===== src/rtl/memory_access.sv =====
// memory_access: pipeline stage between execute and writeback.
// Performs the data-memory access for loads and stores over a req/ack bus,
// stalls upstream while a request is outstanding, and presents a registered
// instruction bundle to writeback. Load data is right-aligned. Sign and zero
// extension happen in writeback.
//
// Ports:
//   clk, rst_n            clock, asynchronous active-low reset
//   in_*                  instruction bundle from execute
//                         (in_res is the byte address for loads and stores)
//   stall                 high while a memory request is outstanding
//   mem_req/we/addr/wdata/wstrb   data-memory request, driven from hold registers
//   mem_ack, mem_rdata    request completion and load word
//   out_*                 registered instruction bundle to writeback
//   out_mem_rd            right-aligned load data, 0 for non-loads
//   out_misalign          one-cycle flag for a misaligned access
module memory_access (
  input  logic        clk,
  input  logic        rst_n,
  input  logic        in_noop,
  input  logic [6:0]  in_opcode,
  input  logic [2:0]  in_funct3,
  input  logic [4:0]  in_rd,
  input  logic [31:0] in_imm,
  input  logic [31:0] in_res,
  input  logic [31:0] in_rs2,
  output logic        stall,
  output logic        mem_req,
  output logic        mem_we,
  output logic [31:0] mem_addr,
  output logic [31:0] mem_wdata,
  output logic [3:0]  mem_wstrb,
  input  logic        mem_ack,
  input  logic [31:0] mem_rdata,
  output logic        out_noop,
  output logic [6:0]  out_opcode,
  output logic [2:0]  out_funct3,
  output logic [4:0]  out_rd,
  output logic [31:0] out_imm,
  output logic [31:0] out_res,
  output logic [31:0] out_mem_rd,
  output logic        out_misalign
);

  localparam logic [0:0] S_IDLE   = 1'b0;
  localparam logic [0:0] S_BUSY   = 1'b1;
  localparam logic [6:0] OP_LOAD  = 7'b0000011;
  localparam logic [6:0] OP_STORE = 7'b0100011;

  logic [0:0]  r_state;

  // Hold registers: the accepted memory op, stable for the whole request.
  logic [6:0]  r_h_opcode;
  logic [2:0]  r_h_funct3;
  logic [4:0]  r_h_rd;
  logic [31:0] r_h_imm;
  logic [31:0] r_h_res;
  logic [31:0] r_h_wdata;
  logic [3:0]  r_h_wstrb;
  logic        r_h_we;

  // Output registers.
  logic        r_out_noop;
  logic [6:0]  r_out_opcode;
  logic [2:0]  r_out_funct3;
  logic [4:0]  r_out_rd;
  logic [31:0] r_out_imm;
  logic [31:0] r_out_res;
  logic [31:0] r_out_mem_rd;
  logic        r_out_misalign;

  logic        w_busy;
  logic        w_is_load;
  logic        w_is_store;
  logic        w_mem_opc;
  logic        w_bad_funct3;
  logic        w_size_mis;
  logic        w_misalign;
  logic        w_start;
  logic [31:0] w_wdata;
  logic [3:0]  w_wstrb;
  logic [31:0] w_load_data;

  assign w_busy       = (r_state == S_BUSY);
  assign w_mem_opc    = (in_opcode == OP_LOAD) || (in_opcode == OP_STORE);
  assign w_is_load    = (in_opcode == OP_LOAD) && (in_funct3 != 3'd3) &&
                        (in_funct3 != 3'd6) && (in_funct3 != 3'd7);
  assign w_is_store   = (in_opcode == OP_STORE) && (in_funct3 <= 3'd2);
  assign w_bad_funct3 = w_mem_opc && !(w_is_load || w_is_store);

  // funct3[1:0] encodes the access size for every valid load/store
  // (LBU/LHU share it with LB/LH).
  always_comb begin
    w_size_mis = 1'b0;
    case (in_funct3[1:0])
      2'd1:    w_size_mis = in_res[0];
      2'd2:    w_size_mis = |in_res[1:0];
      default: w_size_mis = 1'b0;
    endcase
  end

  assign w_misalign = (w_is_load || w_is_store) && w_size_mis;
  assign w_start    = !w_busy && !in_noop && (w_is_load || w_is_store) && !w_misalign;

  always_comb begin
    w_wdata = in_rs2;
    w_wstrb = 4'b1111;
    case (in_funct3[1:0])
      2'd0: begin
        w_wdata = {4{in_rs2[7:0]}};
        w_wstrb = 4'b0001 << in_res[1:0];
      end
      2'd1: begin
        w_wdata = {2{in_rs2[15:0]}};
        w_wstrb = 4'b0011 << in_res[1:0];
      end
      default: begin
        w_wdata = in_rs2;
        w_wstrb = 4'b1111;
      end
    endcase
  end

  assign w_load_data = mem_rdata >> {r_h_res[1:0], 3'b000};

  // Bus side is a pure decode of state and hold registers, so nothing here
  // depends combinationally on mem_ack or on in_* while a request is open.
  assign stall     = w_busy;
  assign mem_req   = w_busy;
  assign mem_we    = w_busy & r_h_we;
  assign mem_addr  = {r_h_res[31:2], 2'b00};
  assign mem_wdata = r_h_wdata;
  assign mem_wstrb = w_busy ? r_h_wstrb : '0;

  always_ff @(posedge clk or negedge rst_n) begin
    if (!rst_n) begin
      r_state        <= S_IDLE;
      r_h_opcode     <= '0;
      r_h_funct3     <= '0;
      r_h_rd         <= '0;
      r_h_imm        <= '0;
      r_h_res        <= '0;
      r_h_wdata      <= '0;
      r_h_wstrb      <= '0;
      r_h_we         <= 1'b0;
      r_out_noop     <= 1'b1;
      r_out_opcode   <= '0;
      r_out_funct3   <= '0;
      r_out_rd       <= '0;
      r_out_imm      <= '0;
      r_out_res      <= '0;
      r_out_mem_rd   <= '0;
      r_out_misalign <= 1'b0;
    end else begin
      case (r_state)
        S_IDLE: begin
          if (w_start) begin
            r_h_opcode     <= in_opcode;
            r_h_funct3     <= in_funct3;
            r_h_rd         <= in_rd;
            r_h_imm        <= in_imm;
            r_h_res        <= in_res;
            r_h_wdata      <= w_wdata;
            r_h_wstrb      <= w_is_store ? w_wstrb : 4'b0000;
            r_h_we         <= w_is_store;
            r_out_noop     <= 1'b1;
            r_out_misalign <= 1'b0;
            r_out_mem_rd   <= '0;
            r_state        <= S_BUSY;
          end else begin
            // Bad funct3 and misaligned ops are forwarded as bubbles.
            r_out_noop     <= in_noop | w_bad_funct3 | w_misalign;
            r_out_misalign <= ~in_noop & w_misalign;
            r_out_opcode   <= in_opcode;
            r_out_funct3   <= in_funct3;
            r_out_rd       <= in_rd;
            r_out_imm      <= in_imm;
            r_out_res      <= in_res;
            r_out_mem_rd   <= '0;
          end
        end
        S_BUSY: begin
          if (mem_ack) begin
            r_out_noop     <= 1'b0;
            r_out_misalign <= 1'b0;
            r_out_opcode   <= r_h_opcode;
            r_out_funct3   <= r_h_funct3;
            r_out_rd       <= r_h_rd;
            r_out_imm      <= r_h_imm;
            r_out_res      <= r_h_res;
            // Only loads and stores are ever held, so !we means load.
            r_out_mem_rd   <= r_h_we ? 32'd0 : w_load_data;
            r_state        <= S_IDLE;
          end else begin
            r_out_noop     <= 1'b1;
            r_out_misalign <= 1'b0;
            r_out_mem_rd   <= '0;
          end
        end
        default: r_state <= S_IDLE;
      endcase
    end
  end

  assign out_noop     = r_out_noop;
  assign out_opcode   = r_out_opcode;
  assign out_funct3   = r_out_funct3;
  assign out_rd       = r_out_rd;
  assign out_imm      = r_out_imm;
  assign out_res      = r_out_res;
  assign out_mem_rd   = r_out_mem_rd;
  assign out_misalign = r_out_misalign;

endmodule


===== config.mk =====
export PLATFORM = sky130hd
export DESIGN_NAME = memory_access
export DESIGN_NICKNAME = d
export VERILOG_FILES = /design/src/rtl/memory_access.sv
export SDC_FILE = /design/constraint.sdc
export NUM_CORES = 1
export LEC_CHECK = 0
export ABC_AREA = 1
export CAP_MARGIN = 20
export CORE_UTILIZATION = 44
export CTS_BUF_LIST = sky130_fd_sc_hd__clkbuf_2
export DETAILED_ROUTE_END_ITERATION = 6
export PLACE_DENSITY = 0.79
export SETUP_SLACK_MARGIN = 0.02
export SYNTH_ARGS = -nofsm -noshare
export SYNTH_HDL_FRONTEND = slang
export SYNTH_SLANG_ARGS = --single-unit

===== constraint.sdc =====
create_clock -name clk -period 1.5 [get_ports clk]
set_input_delay 0.3 -clock clk [delete_from_list [all_inputs] [get_ports clk]]
set_output_delay 0.3 -clock clk [all_outputs]
set_load 0.1 [all_outputs]

==> results_dict.tcl <==
set metrics [dict create \
    critical_path_buf_inv_count 3 \
    row_count 56 \
    ant_nets 0 \
    ys_types 27 \
    postLayoutCoreUtil_pct 87.8 \
    grt_pass1_vias 12200 \
    yosysTopAreaCellShare_pct 53.4 \
    drive_gt1_share_pct 33.6 \
    critPathKind "reg -> out" \
    rsz0062_at_grt "true" \
    p_per_area_nw_per_um2 834 \
    crit_arrival_ns 1.93 \
    gr-total-overflow 0 \
    synthArstFlopShare_pct 100 \
    clock.fmax_ghz 0.448 \
    seq_area_frac_synth_pct 53.6 \
    status "finished, violations left" \
    wl_per_cell_microns 24.0 \
    grt_max_degree 85 \
    die_h_microns 158 \
    drt_pass1_iterations 7 \
    vias_per_cell 5.81 \
    syn_to_final_growth_pct 93.8 \
    r2r_cells 9 \
    post-dp-hpwl_microns 22800 \
    antenna_found_initial 4 \
    syn-cell-area_sq_um 10700 \
    crit_chain "buf_12, nand2_4, clkinvlp_4, buf_12" \
    setup_tns_ns -150.57 \
    synth_edf_count 0 \
    holdPathStages 3 \
    cts_made_buffers 59 \
    tightest_slew_ns 0.578 \
    peakVddDrop_uv 606 \
    start_util_pct 45.3 \
    ys.flop_type "dfrtp_1" \
    synthCells 1347 \
    die_area_sq_um 25000 \
    coreArea_sq_um 23700 \
    die_w_microns 158 \
    crit_path_end_kind "primary output" \
    gp_congestion 0.882 \
    period_share_pct 149 \
    cts_root_buffer "clkbuf_2" \
    ys_seq_elements 230 \
    ys_warn_count 0 \
    total_power_mw 17.3 \
    nets 2088 \
    min_period_ns 2.23 \
    slowest_stage "dfrtp_4" \
    grt_pass1_wl_microns 65600 \
    fin_ws_ns -0.733 \
    finalMaxSlewViolations 0 \
    post-route-drc-count 8 \
    cts_tree "done" \
    drtIter0Drc 1399 \
    synth_top_area_cell "dfrtp_1" \
    crit_path_start_kind "register" \
    clk_path_buf_depth 3 \
    cpPeakStageDelay_ns 0.52 \
    wl_microns 55200 \
    setup_violations 411 \
    p_leak_nw 10.2 \
    violations "design-rule violations, negative setup slack" \
    synth_area_per_cell_sq_um 7.97 \
    cts_sinks 230 \
    hold_path.class "in -> reg" \
    htree_levels 2 \
    timing.critical_path.mode_cell "buf_12" \
    ios 331 \
    skew_ns 0.0678 \
    drv_cap 0 \
    grt_use_total_pct 34.6 \
    clkTransAtPathRegs_ns 0.12 \
    synth_area_leaders "dfrtp_1, nand2_1, o21ai_0" \
    cp.required_ns 1.20 \
    clkLatencyLatePin_ns 0.94 \
    vias 13400 \
    worstPathMaxFanout 8 \
    slew_headroom_pct 61.4 \
    cp_num_cells 4 \
    port_buffers 328 \
    hold_viol_final 0 \
    crit_family "flip-flops" \
]
-- cell usage after synthesis (2+ instances only) --
cell	number
nand2_1	458
dfrtp_1	229
o21ai_0	191
inv_1	161
nand3_1	83
buf_4	39
buf_2	34
clkbuf_1	30
nor2_1	28
o21ai_1	28
a31oi_1	16
nor3_1	9
buf_6	8
o22ai_1	8
a21oi_1	6
ha_1	4
nand2_2	3
buf_1	2
nor2_2	2
-- path summary, 6_finish.rpt --
path	startpoint	slack (ns)	endpoint
hold / removal	mem_rdata[13]	0.01	out_mem_rd[13]
min in group asynchronous	rst_n	0.42	mem_wdata[3]
setup / recovery	mem_req	-0.73	mem_wstrb[2]
hold reg to reg	r_h_imm[28]	0.50	r_h_imm[28]
max in group asynchronous	rst_n	0.43	out_res[9]
setup reg to reg	mem_req	-0.60	r_h_res[16]
-- cell type report --
class	instances	area, sq um
Timing Repair Buffer	637	8980
Antenna cell	2	5.00
Sequential cell	230	5760
Inverter	163	631
Clock inverter	20	133
Clock buffer	85	425
Tap cell	319	399
Multi-Input combinational cell	846	4460
Fill cell	934	2890
-- per-stage QoR --
stage	area (sq um)	std cells	hold slack, ns	worst slack, ns
after floorplan	10800	1348	0.00441	-0.351
after global placement	16300	1937	0.242	-0.680
after detailed placement	16300	1937	0.241	-0.787
after CTS	19200	2218	0.000574	-0.706
after global routing	20800	2302	-0.0306	-0.779
final	20800	2302	0.0109	-0.733
-- cells by family (layout without fill, tap and decap cells) --
group | Yosys count | count (layout) | synth area share (%)
flip-flops | 230 | 230 | 53.6
other | 1 | 4 | 0.0349
AO/OA/AOI/OAI | 250 | 250 | 12.0
adder cells (fa/ha/maj) | 4 | 4 | 0.466
AND/OR/NAND/NOR | 586 | 590 | 21.9
buffers and inverters | 276 | 905 | 12.0
-- layout by cell type, fill, tap and decap left out, types with 3 or more instances in the layout --
cell type	count
a21oi_1	6
a31oi_1	16
buf_12	216
buf_16	18
buf_4	126
buf_6	20
buf_8	7
bufbuf_16	3
clkbuf_16	21
clkbuf_2	85
clkdlybuf4s50_1	145
clkinv_1	14
clkinv_2	4
clkinvlp_4	5
dfrtp_1	226
dlygate4sd3_1	81
ha_1	4
inv_1	156
nand2_1	402
nand2_2	43
nand2_4	15
nand2_8	3
nand3_1	50
nand3_2	29
nand3_4	5
nand4_4	3
nor2_1	27
nor3_1	9
o21ai_0	119
o21ai_1	49
o21ai_2	45
o21ai_4	6
o22ai_1	8
-- flip-flops by register name, indices dropped and copies added (netlist names) --
register      cells
mem_wdata        32
out_imm          32
out_mem_rd       32
out_res          32
r_h_imm          32
r_h_res          32
out_opcode        7
r_h_opcode        7
out_rd            5
r_h_rd            5
r_h_wstrb         4
out_funct3        3
r_h_funct3        3
mem_req           1
out_misalign      1
out_noop          1
r_h_we            1
-- where the power goes --
group | internal [mW] | switching (mW) | total, mW
logic | 2.12 | 3.32 | 5.44
registers | 6.56 | 0.421 | 6.98
clock network | 1.87 | 3.04 | 4.91
total | 10.6 | 6.78 | 17.3
-- per-layer routing --
layer	vias up	global-route usage [%]	part of all wire (%)
li1	5436	-	-
met1	6412	38.2	33
met2	1135	58.5	48
met3	389	8.90	10
met4	2	23.1	8.4
met5	-	0	0.024
-- worst min-delay path, cell delays in order --
cell	delay (ns)
clkdlybuf4s50_1	0.43
nand2_1	0.09
a31oi_1	0.08
-- what timing repair did --
item,4_1_cts,5_1_grt
endpoints found under the setup margin,403,411
cloned,29,28
hold buffers,76,5
endpoints found under the hold margin,302,5
gates resized for setup,71,237
setup buffers,72,59
pin swaps,7,21
(Power assumes the default switching activity.)
